--- src/rtl/tlc_pkg.sv ---
// Shared definitions for the traffic-light conflict monitor.
//   - Light codes as driven by the controller and onto the lamp drivers.
//   - Fault cause codes reported on fault_code.
//   - Monitor state encoding.
package tlc_pkg;

  localparam logic [3:0] DARK   = 4'd0;
  localparam logic [3:0] RED    = 4'd1;
  localparam logic [3:0] GREEN  = 4'd2;
  localparam logic [3:0] YELLOW = 4'd4;

  typedef enum logic [2:0] {
    FC_NONE         = 3'd0,
    FC_CONFLICT     = 3'd1,
    FC_INVALID      = 3'd2,
    FC_TRANSITION   = 3'd3,
    FC_SHORT_YELLOW = 3'd4,
    FC_STARTUP      = 3'd5
  } fault_code_e;

  typedef enum logic [1:0] {
    STARTUP = 2'd0,
    RUN     = 2'd1,
    FAULT   = 2'd2
  } state_e;

  // True for the three codes a running controller may legally drive.
  function automatic logic is_valid(input logic [3:0] code);
    return (code == RED) || (code == GREEN) || (code == YELLOW);
  endfunction

endpackage

--- src/rtl/tlc_conflict_monitor_if.sv ---
// Bus between the traffic light controller, the conflict monitor and the
// lamp drivers.
//   ns_in/ew_in  : per-approach light codes from the controller
//   clear        : single-cycle fault clear request
//   ns_lamp/ew_lamp : registered lamp drive
//   fault, fault_code : latched fault indication and cause
// master = controller/driver side, slave = monitor side.
interface tlc_conflict_monitor_if;

  logic [3:0] ns_in;
  logic [3:0] ew_in;
  logic       clear;
  logic [3:0] ns_lamp;
  logic [3:0] ew_lamp;
  logic       fault;
  logic [2:0] fault_code;

  modport master (
    output ns_in, ew_in, clear,
    input  ns_lamp, ew_lamp, fault, fault_code
  );

  modport slave (
    input  ns_in, ew_in, clear,
    output ns_lamp, ew_lamp, fault, fault_code
  );

endinterface

--- src/rtl/tlc_approach_checker.sv ---
// Per-approach sequencing checker.
//   clock, reset  : clock, synchronous active-high reset
//   code_in       : current light code for this approach
//   load          : accept code_in as the new previous code (legal cycle)
//   reinit        : restart sequencing from red (fault clear)
//   illegal_trans : code_in is not a legal successor of the previous code
//   short_yellow  : yellow->red before MIN_YELLOW consecutive yellow cycles
module tlc_approach_checker
  import tlc_pkg::*;
#(
  parameter int MIN_YELLOW = 3
) (
  input  logic       clock,
  input  logic       reset,
  input  logic [3:0] code_in,
  input  logic       load,
  input  logic       reinit,
  output logic       illegal_trans,
  output logic       short_yellow
);

  localparam logic [3:0] YMAX = 4'(MIN_YELLOW);

  logic [3:0] prev_q, prev_d;
  logic [3:0] ycnt_q, ycnt_d;

  always_comb begin
    // NOTE: every combinational output gets a default first so no path
    // leaves it unassigned and a latch cannot be inferred.
    prev_d = prev_q;
    ycnt_d = ycnt_q;
    if (reinit) begin
      prev_d = RED;
      ycnt_d = '0;
    end else if (load) begin
      prev_d = code_in;
      if (code_in == YELLOW) begin
        if (prev_q != YELLOW)   ycnt_d = 4'd1;
        else if (ycnt_q < YMAX) ycnt_d = ycnt_q + 4'd1;
      end else begin
        ycnt_d = '0;
      end
    end
  end

  always_comb begin
    illegal_trans = 1'b0;
    // A dark previous code only exists before the first legal load, where
    // any transition into a valid code is accepted.
    if (prev_q != DARK && code_in != prev_q) begin
      illegal_trans = !((prev_q == RED    && code_in == GREEN)  ||
                        (prev_q == GREEN  && code_in == YELLOW) ||
                        (prev_q == YELLOW && code_in == RED));
    end
    // Uses the count before the edge on which red is first sampled.
    short_yellow = (prev_q == YELLOW) && (code_in == RED) && (ycnt_q < YMAX);
  end

  // NOTE: state registers use non-blocking assignments so every flop
  // samples pre-edge values regardless of process evaluation order.
  always_ff @(posedge clock) begin
    if (reset) begin
      prev_q <= '0;
      ycnt_q <= '0;
    end else begin
      prev_q <= prev_d;
      ycnt_q <= ycnt_d;
    end
  end

endmodule

--- src/rtl/tlc_conflict_monitor.sv ---
// Safety stage between the traffic light controller and the lamp drivers.
// Passes legal codes through with one register of latency; on a conflict,
// invalid code, illegal sequence, short yellow or startup timeout it latches
// the cause, forces flashing red and waits for reset or a clear with both
// inputs red.
//   clock, reset : clock, synchronous active-high reset
//   bus (slave)  : ns_in/ew_in/clear in, ns_lamp/ew_lamp/fault/fault_code out
module tlc_conflict_monitor
  import tlc_pkg::*;
#(
  parameter int MIN_YELLOW    = 3,
  parameter int FLASH_HALF    = 8,
  parameter int STARTUP_LIMIT = 8
) (
  input  logic                   clock,
  input  logic                   reset,
  tlc_conflict_monitor_if.slave  bus
);

  localparam int FLASH_W = (FLASH_HALF > 1) ? $clog2(2 * FLASH_HALF) : 1;
  localparam int START_W = $clog2(STARTUP_LIMIT + 1);
  localparam logic [FLASH_W-1:0] FLASH_LAST = FLASH_W'(2 * FLASH_HALF - 1);
  localparam logic [FLASH_W-1:0] FLASH_DARK = FLASH_W'(FLASH_HALF);
  localparam logic [START_W-1:0] START_END  = START_W'(STARTUP_LIMIT);

  state_e              state_q, state_d;
  logic [3:0]          ns_lamp_q, ns_lamp_d;
  logic [3:0]          ew_lamp_q, ew_lamp_d;
  fault_code_e         fcode_q, fcode_d;
  logic [FLASH_W-1:0]  flash_q, flash_d;
  logic [START_W-1:0]  start_q, start_d;

  logic        load, reinit;
  logic        ns_trans, ns_short, ew_trans, ew_short;
  logic        fault_req;
  fault_code_e fault_cause;

  logic [3:0] ns, ew;
  logic       conflict_run, conflict_startup;
  logic       invalid_run, invalid_startup;

  assign ns = bus.ns_in;
  assign ew = bus.ew_in;

  // Neither approach showing red is a conflict. During startup a dark
  // approach is not yet driving anything, so it cannot conflict.
  assign conflict_run     = (ns != RED) && (ew != RED);
  assign conflict_startup = conflict_run && (ns != DARK) && (ew != DARK);
  assign invalid_run      = !is_valid(ns) || !is_valid(ew);
  assign invalid_startup  = (ns != DARK && !is_valid(ns)) ||
                            (ew != DARK && !is_valid(ew));

  tlc_approach_checker #(.MIN_YELLOW(MIN_YELLOW)) u_ns_checker (
    .clock        (clock),
    .reset        (reset),
    .code_in      (ns),
    .load         (load),
    .reinit       (reinit),
    .illegal_trans(ns_trans),
    .short_yellow (ns_short)
  );

  tlc_approach_checker #(.MIN_YELLOW(MIN_YELLOW)) u_ew_checker (
    .clock        (clock),
    .reset        (reset),
    .code_in      (ew),
    .load         (load),
    .reinit       (reinit),
    .illegal_trans(ew_trans),
    .short_yellow (ew_short)
  );

  always_comb begin
    state_d     = state_q;
    ns_lamp_d   = ns_lamp_q;
    ew_lamp_d   = ew_lamp_q;
    fcode_d     = fcode_q;
    flash_d     = flash_q;
    start_d     = start_q;
    load        = 1'b0;
    reinit      = 1'b0;
    fault_req   = 1'b0;
    fault_cause = FC_NONE;

    case (state_q)
      STARTUP: begin
        if (conflict_startup) begin
          fault_req   = 1'b1;
          fault_cause = FC_CONFLICT;
        end else if (invalid_startup) begin
          fault_req   = 1'b1;
          fault_cause = FC_INVALID;
        end else if (is_valid(ns) && is_valid(ew)) begin
          // Entry into RUN; the transition from dark is not checked.
          state_d   = RUN;
          ns_lamp_d = ns;
          ew_lamp_d = ew;
          load      = 1'b1;
        end else if (start_q + START_W'(1) == START_END) begin
          fault_req   = 1'b1;
          fault_cause = FC_STARTUP;
        end else begin
          start_d   = start_q + START_W'(1);
          ns_lamp_d = ns;
          ew_lamp_d = ew;
          load      = 1'b1;
        end
      end

      RUN: begin
        if (conflict_run) begin
          fault_req   = 1'b1;
          fault_cause = FC_CONFLICT;
        end else if (invalid_run) begin
          fault_req   = 1'b1;
          fault_cause = FC_INVALID;
        end else if (ns_trans || ew_trans) begin
          fault_req   = 1'b1;
          fault_cause = FC_TRANSITION;
        end else if (ns_short || ew_short) begin
          fault_req   = 1'b1;
          fault_cause = FC_SHORT_YELLOW;
        end else begin
          ns_lamp_d = ns;
          ew_lamp_d = ew;
          load      = 1'b1;
        end
      end

      FAULT: begin
        if (bus.clear && ns == RED && ew == RED) begin
          state_d   = RUN;
          fcode_d   = FC_NONE;
          ns_lamp_d = RED;
          ew_lamp_d = RED;
          flash_d   = '0;
          reinit    = 1'b1;
        end else begin
          flash_d   = (flash_q == FLASH_LAST) ? '0 : flash_q + FLASH_W'(1);
          ns_lamp_d = (flash_d < FLASH_DARK) ? RED : DARK;
          ew_lamp_d = (flash_d < FLASH_DARK) ? RED : DARK;
        end
      end

      default: state_d = STARTUP;
    endcase

    // Detection edge: offending codes never reach the lamps.
    if (fault_req) begin
      state_d   = FAULT;
      fcode_d   = fault_cause;
      ns_lamp_d = RED;
      ew_lamp_d = RED;
      flash_d   = '0;
    end
  end

  // NOTE: synchronous reset clears only control and datapath flops here;
  // there is no memory array that would need a reset decision.
  always_ff @(posedge clock) begin
    if (reset) begin
      state_q   <= STARTUP;
      ns_lamp_q <= DARK;
      ew_lamp_q <= DARK;
      fcode_q   <= FC_NONE;
      flash_q   <= '0;
      start_q   <= '0;
    end else begin
      state_q   <= state_d;
      ns_lamp_q <= ns_lamp_d;
      ew_lamp_q <= ew_lamp_d;
      fcode_q   <= fcode_d;
      flash_q   <= flash_d;
      start_q   <= start_d;
    end
  end

  assign bus.ns_lamp    = ns_lamp_q;
  assign bus.ew_lamp    = ew_lamp_q;
  assign bus.fault      = (state_q == FAULT);
  assign bus.fault_code = fcode_q;

endmodule

--- src/flat_wrapper.sv ---
// flat-port wrapper written by rule: the top's interface ports become plain ports
module tlc_conflict_monitor_flat import tlc_pkg::*;
#(
  parameter int MIN_YELLOW    = 3,
  parameter int FLASH_HALF    = 8,
  parameter int STARTUP_LIMIT = 8
)
  (clock, reset, bus_ns_in, bus_ew_in, bus_clear, bus_ns_lamp, bus_ew_lamp, bus_fault, bus_fault_code);
  tlc_conflict_monitor_if bus_i ();
  input  logic clock;
  input  logic reset;
  input wire logic [$bits(bus_i.ns_in)-1:0] bus_ns_in;
  input wire logic [$bits(bus_i.ew_in)-1:0] bus_ew_in;
  input wire logic [$bits(bus_i.clear)-1:0] bus_clear;
  output wire logic [$bits(bus_i.ns_lamp)-1:0] bus_ns_lamp;
  output wire logic [$bits(bus_i.ew_lamp)-1:0] bus_ew_lamp;
  output wire logic [$bits(bus_i.fault)-1:0] bus_fault;
  output wire logic [$bits(bus_i.fault_code)-1:0] bus_fault_code;
  assign bus_i.ns_in = bus_ns_in;
  assign bus_i.ew_in = bus_ew_in;
  assign bus_i.clear = bus_clear;
  assign bus_ns_lamp = bus_i.ns_lamp;
  assign bus_ew_lamp = bus_i.ew_lamp;
  assign bus_fault = bus_i.fault;
  assign bus_fault_code = bus_i.fault_code;
  tlc_conflict_monitor #(.MIN_YELLOW(MIN_YELLOW), .FLASH_HALF(FLASH_HALF), .STARTUP_LIMIT(STARTUP_LIMIT)) u_core (.clock(clock), .reset(reset), .bus(bus_i));
endmodule
--- config.mk ---
export PLATFORM = sky130hd
export DESIGN_NAME = tlc_conflict_monitor_flat
export DESIGN_NICKNAME = d
export VERILOG_FILES = /design/src/rtl/tlc_pkg.sv /design/src/rtl/tlc_conflict_monitor_if.sv /design/src/rtl/tlc_approach_checker.sv /design/src/rtl/tlc_conflict_monitor.sv /design/src/flat_wrapper.sv
export SDC_FILE = /design/constraint.sdc
export NUM_CORES = 1
export LEC_CHECK = 0
export ABC_AREA = 1
export BUFFER_PORTS_ARGS = -buffer_cell sky130_fd_sc_hd__buf_2
export CAP_MARGIN = 25
export CORE_ASPECT_RATIO = 1.25
export CORE_MARGIN = 3
export CORE_UTILIZATION = 30
export CTS_CLUSTER_DIAMETER = 200
export DETAILED_ROUTE_END_ITERATION = 10
export GPL_ROUTABILITY_DRIVEN = 0
export GPL_TIMING_DRIVEN = 0
export PLACE_DENSITY = 0.56
export SLEW_MARGIN = 20
export SYNTH_ARGS = -nofsm -noshare
export SYNTH_HDL_FRONTEND = slang
export SYNTH_SLANG_ARGS = --single-unit
--- constraint.sdc ---
create_clock -name clock -period 1.85 [get_ports clock]
set_input_delay 0 -clock clock [delete_from_list [all_inputs] [get_ports clock]]
set_output_delay 0 -clock clock [all_outputs]
set_load 0.005 [all_outputs]
==> reports/metrics.yaml <==
setup_path:
  critPathKind: "reg2reg"
  crit_arrival_ps: 1910
  cp_capture_type: "register"
  timing.critical_path.required_ps: 2030
  worstSetupStartpointType: "register"
  worstPathMaxFanout: 6
  rr_worst_depth: 13
grt:
  track_usage_pct: 13.7
  first_global_vias: 2044
  antenna_violations_before_repair: 0
  wire_length_of_the_first_global_routing_pass_um: 8910
  largest_net_degree_at_the_start_of_global_routing: 11
  globalRouteOverflowTotal: 0
yosys:
  yosysWarningCount: 0
  post-synth-top-area-cell: "sky130_fd_sc_hd__dfxtp_1"
  yosys.cell_types.count: 31
  synth_ff_type: "sky130_fd_sc_hd__dfxtp_1"
  synth-async-reset-ratio_pct: 0
  mappedNetlistNets: 357
  synth_area_leaders: "sky130_fd_sc_hd__dfxtp_1 34%, sky130_fd_sc_hd__nand2_1 17%, sky130_fd_sc_hd__nor2_1 8.7%"
  synth_seq_cells: 37
  synthCells: 341
  synth_top_area_share_pct: 33.8
  post-synth-top-count-cell: "sky130_fd_sc_hd__nand2_1"
  synth_area_per_cell_um2: 6.43
  mappedNetlistArea_um2: 2190
  yosysSeqAreaShare_pct: 33.8
  synth_edf_count: 0
  post_synth_most_frequent_cells: "98 x sky130_fd_sc_hd__nand2_1, 51 x sky130_fd_sc_hd__nor2_1, 40 x sky130_fd_sc_hd__inv_1"
sta:
  final.setup_skew_ps: 4.12
  setup_viol: 0
  hold_viol: 0
  timing.fmax_ghz: 0.579
  post-route-period-util_pct: 93.4
  max_slew_margin_pct: 67.6
  tightest_slew_ps: 481
  post-route-min-period_ps: 1730
  final_max_slew_viol_count: 0
floorplan:
  floorplan.initialDensity_pct: 31.2
  core-area_um2: 7020
  chipWidth_um: 82.5
  number_of_rows_in_the_core_area: 34
  die_height_um: 102
  die_area_um2: 8380
  floorplan.io_pins: 23
clock_tree:
  htree_num_levels: 2
  cts-root-buf: "sky130_fd_sc_hd__clkbuf_8"
  clk-insertion-delay-late_ps: 290
  worst_setup_hold_path_clk_slew_ps: 70
  count_of_hold_fix_buffers_inserted_at_cts: 0
  clock_path_buffers: 2
  tritoncts: "yes"
  numCtsBuffers: 5
  clock_sink_count: 37
hold_path:
  min-delay-path-class: "in2reg"
  whs_path_depth: 3
route:
  drtAntennaViolNets: 0
  dr_iter_0_viols: 77
  drt_pass1_iterations: 4
  vias: 2169
  wirelength_um: 5560
  detail_route.vias_per_cell: 4.67
  routed_wire_length_per_instance_um: 12.0
  drcViolationCount: 0
power_and_ir_drop:
  power.static_leakage_nw: 1.17
  power-per-cell-area_nw_per_um2: 618
  irDropWorstVdd_v: 0.000231
  report.power.total_mw: 1.65
outcome:
  outcome: "complete, no violations"
job:
  max_cap_violations: 0
layout:
  num_antenna_cells: 0
  core_utilization_of_the_finished_layout_pct: 38.0
  layout-drive-gt1-share_pct: 23.8
  final_net_count: 389
  syn_to_final_growth_pct: 21.7
placed_design:
  port-buffer-count: 21
  place.detailed.hpwl_um: 4160
worst max-delay path, stage by stage, from the launching register on:
cell                      delay (ps)
sky130_fd_sc_hd__dfxtp_2         360
sky130_fd_sc_hd__inv_1            80
sky130_fd_sc_hd__nand2_1          90
sky130_fd_sc_hd__nor2_4          130
sky130_fd_sc_hd__nand2_2          90
sky130_fd_sc_hd__o21ai_2          70
sky130_fd_sc_hd__nor2_2           70
sky130_fd_sc_hd__nor2_4          140
sky130_fd_sc_hd__nand4_4         120
sky130_fd_sc_hd__nand2_4         170
sky130_fd_sc_hd__buf_8           130
sky130_fd_sc_hd__nand3_1          60
sky130_fd_sc_hd__nand2_1          80
sky130_fd_sc_hd__nor2_1           40
logic make-up (layout without fill, tap and decap cells):
| kind of cell | Yosys count | count (layout) | synth area share [%] |
|---|---|---|---|
| adder cells (fa/ha/maj) | 5 | 5 | 2.85 |
| AO/OA/AOI/OAI | 42 | 42 | 10.2 |
| XOR/XNOR | 4 | 4 | 1.60 |
| AND/OR/NAND/NOR | 203 | 204 | 42.4 |
| flip-flops | 37 | 37 | 33.8 |
| buffers and inverters | 50 | 82 | 9.18 |
metrics by stage:
step           setup TNS [ps]  area [um^2]  cells  setup slack (ps)  hold WS (ps)
6_report                    0         2670    464               123          16.1
2_1_floorplan               0         2190    341               245           135
3_3_place_gp            -2020         2410    452              -147           308
4_1_cts                     0         2520    460              20.5          21.9
3_5_place_dp            -1840         2410    452              -144           319
5_1_grt                 -7.24         2670    464             -7.24          20.9
worst paths after layout:
path / start / to / slack, ps
worst max-delay path: u_core.u_ns_checker.prev_q[0]$_SDFFE_PP0P_ / u_core.u_ew_checker.ycnt_q[1]$_SDFFE_PP0P_ / 120
worst min-delay path: bus_ns_in[2] / u_core.u_ns_checker.prev_q[2]$_SDFFE_PP0P_ / 20
worst max register to register: u_core.u_ns_checker.prev_q[0]$_SDFFE_PP0P_ / u_core.u_ew_checker.ycnt_q[1]$_SDFFE_PP0P_ / 120
worst min register to register: u_core.u_ew_checker.ycnt_q[2]$_SDFFE_PP0P_ / u_core.u_ew_checker.ycnt_q[2]$_SDFFE_PP0P_ / 440
placed cells by master, fill, tap and decap left out, types with 4 or more instances in the layout:
master / synthesis / final
sky130_fd_sc_hd__inv_1: 40 / 37
sky130_fd_sc_hd__dfxtp_2: 0 / 8
sky130_fd_sc_hd__o21ai_0: 15 / 11
sky130_fd_sc_hd__nand4_1: 6 / 6
sky130_fd_sc_hd__nor3_1: 7 / 7
sky130_fd_sc_hd__nor2_2: 2 / 8
sky130_fd_sc_hd__nand2_2: 3 / 7
sky130_fd_sc_hd__clkbuf_8: 0 / 5
sky130_fd_sc_hd__buf_2: 1 / 21
sky130_fd_sc_hd__inv_2: 6 / 9
sky130_fd_sc_hd__nor2_1: 51 / 42
sky130_fd_sc_hd__nand2_1: 98 / 94
sky130_fd_sc_hd__nand3_2: 5 / 4
sky130_fd_sc_hd__clkbuf_1: 1 / 4
sky130_fd_sc_hd__ha_1: 5 / 4
sky130_fd_sc_hd__a21oi_1: 22 / 21
sky130_fd_sc_hd__o21ai_1: 1 / 4
sky130_fd_sc_hd__nand3_1: 22 / 22
sky130_fd_sc_hd__nor2_4: 2 / 5
sky130_fd_sc_hd__nand3_4: 2 / 4
sky130_fd_sc_hd__dfxtp_1: 37 / 28
cell type report:
type,count,area (um^2)
Inverter,47,178
Clock buffer,8,80.1
Multi-Input combinational cell,255,1370
Fill cell,783,4350
Timing Repair Buffer,24,145
Sequential cell,37,754
Buffer,3,26.3
Tap cell,90,113
state kept, by name (all words and copies together), names as in the netlist:
register / flops
u_core.bus.ew_lamp: 4
u_core.bus.fault_code: 3
u_core.bus.ns_lamp: 4
u_core.flash_q: 4
u_core.start_q: 4
u_core.state_q: 2
u_core.u_ew_checker.prev_q: 4
u_core.u_ew_checker.ycnt_q: 4
u_core.u_ns_checker.prev_q: 4
u_core.u_ns_checker.ycnt_q: 4
report_power, final:
group | switching (mW) | internal, mW | total, mW | leakage, nW
combinational | 0.177 | 0.0892 | 0.266 | 0.821
clock | 0.285 | 0.268 | 0.553 | 0.0395
sequential | 0.0154 | 0.816 | 0.831 | 0.305
routing by layer:
layer | GRT usage, % | part of all wire [%] | up-vias
met1 | 14.8 | 44 | 997
met3 | 3.02 | 2.5 | 5
met5 | 0 | 0 | -
met2 | 25.9 | 53 | 17
met4 | 3.84 | 1.1 | 0
li1 | - | - | 1150
repair_timing:
action                     in CTS  in global routing
setup endpoints to repair      25                 33
setup buffers                   0                  2
gates cloned                    0                  2
pin swaps                       0                  6
gates resized for setup         5                 39
No activity file was read; power rests on OpenSTA's default activity.
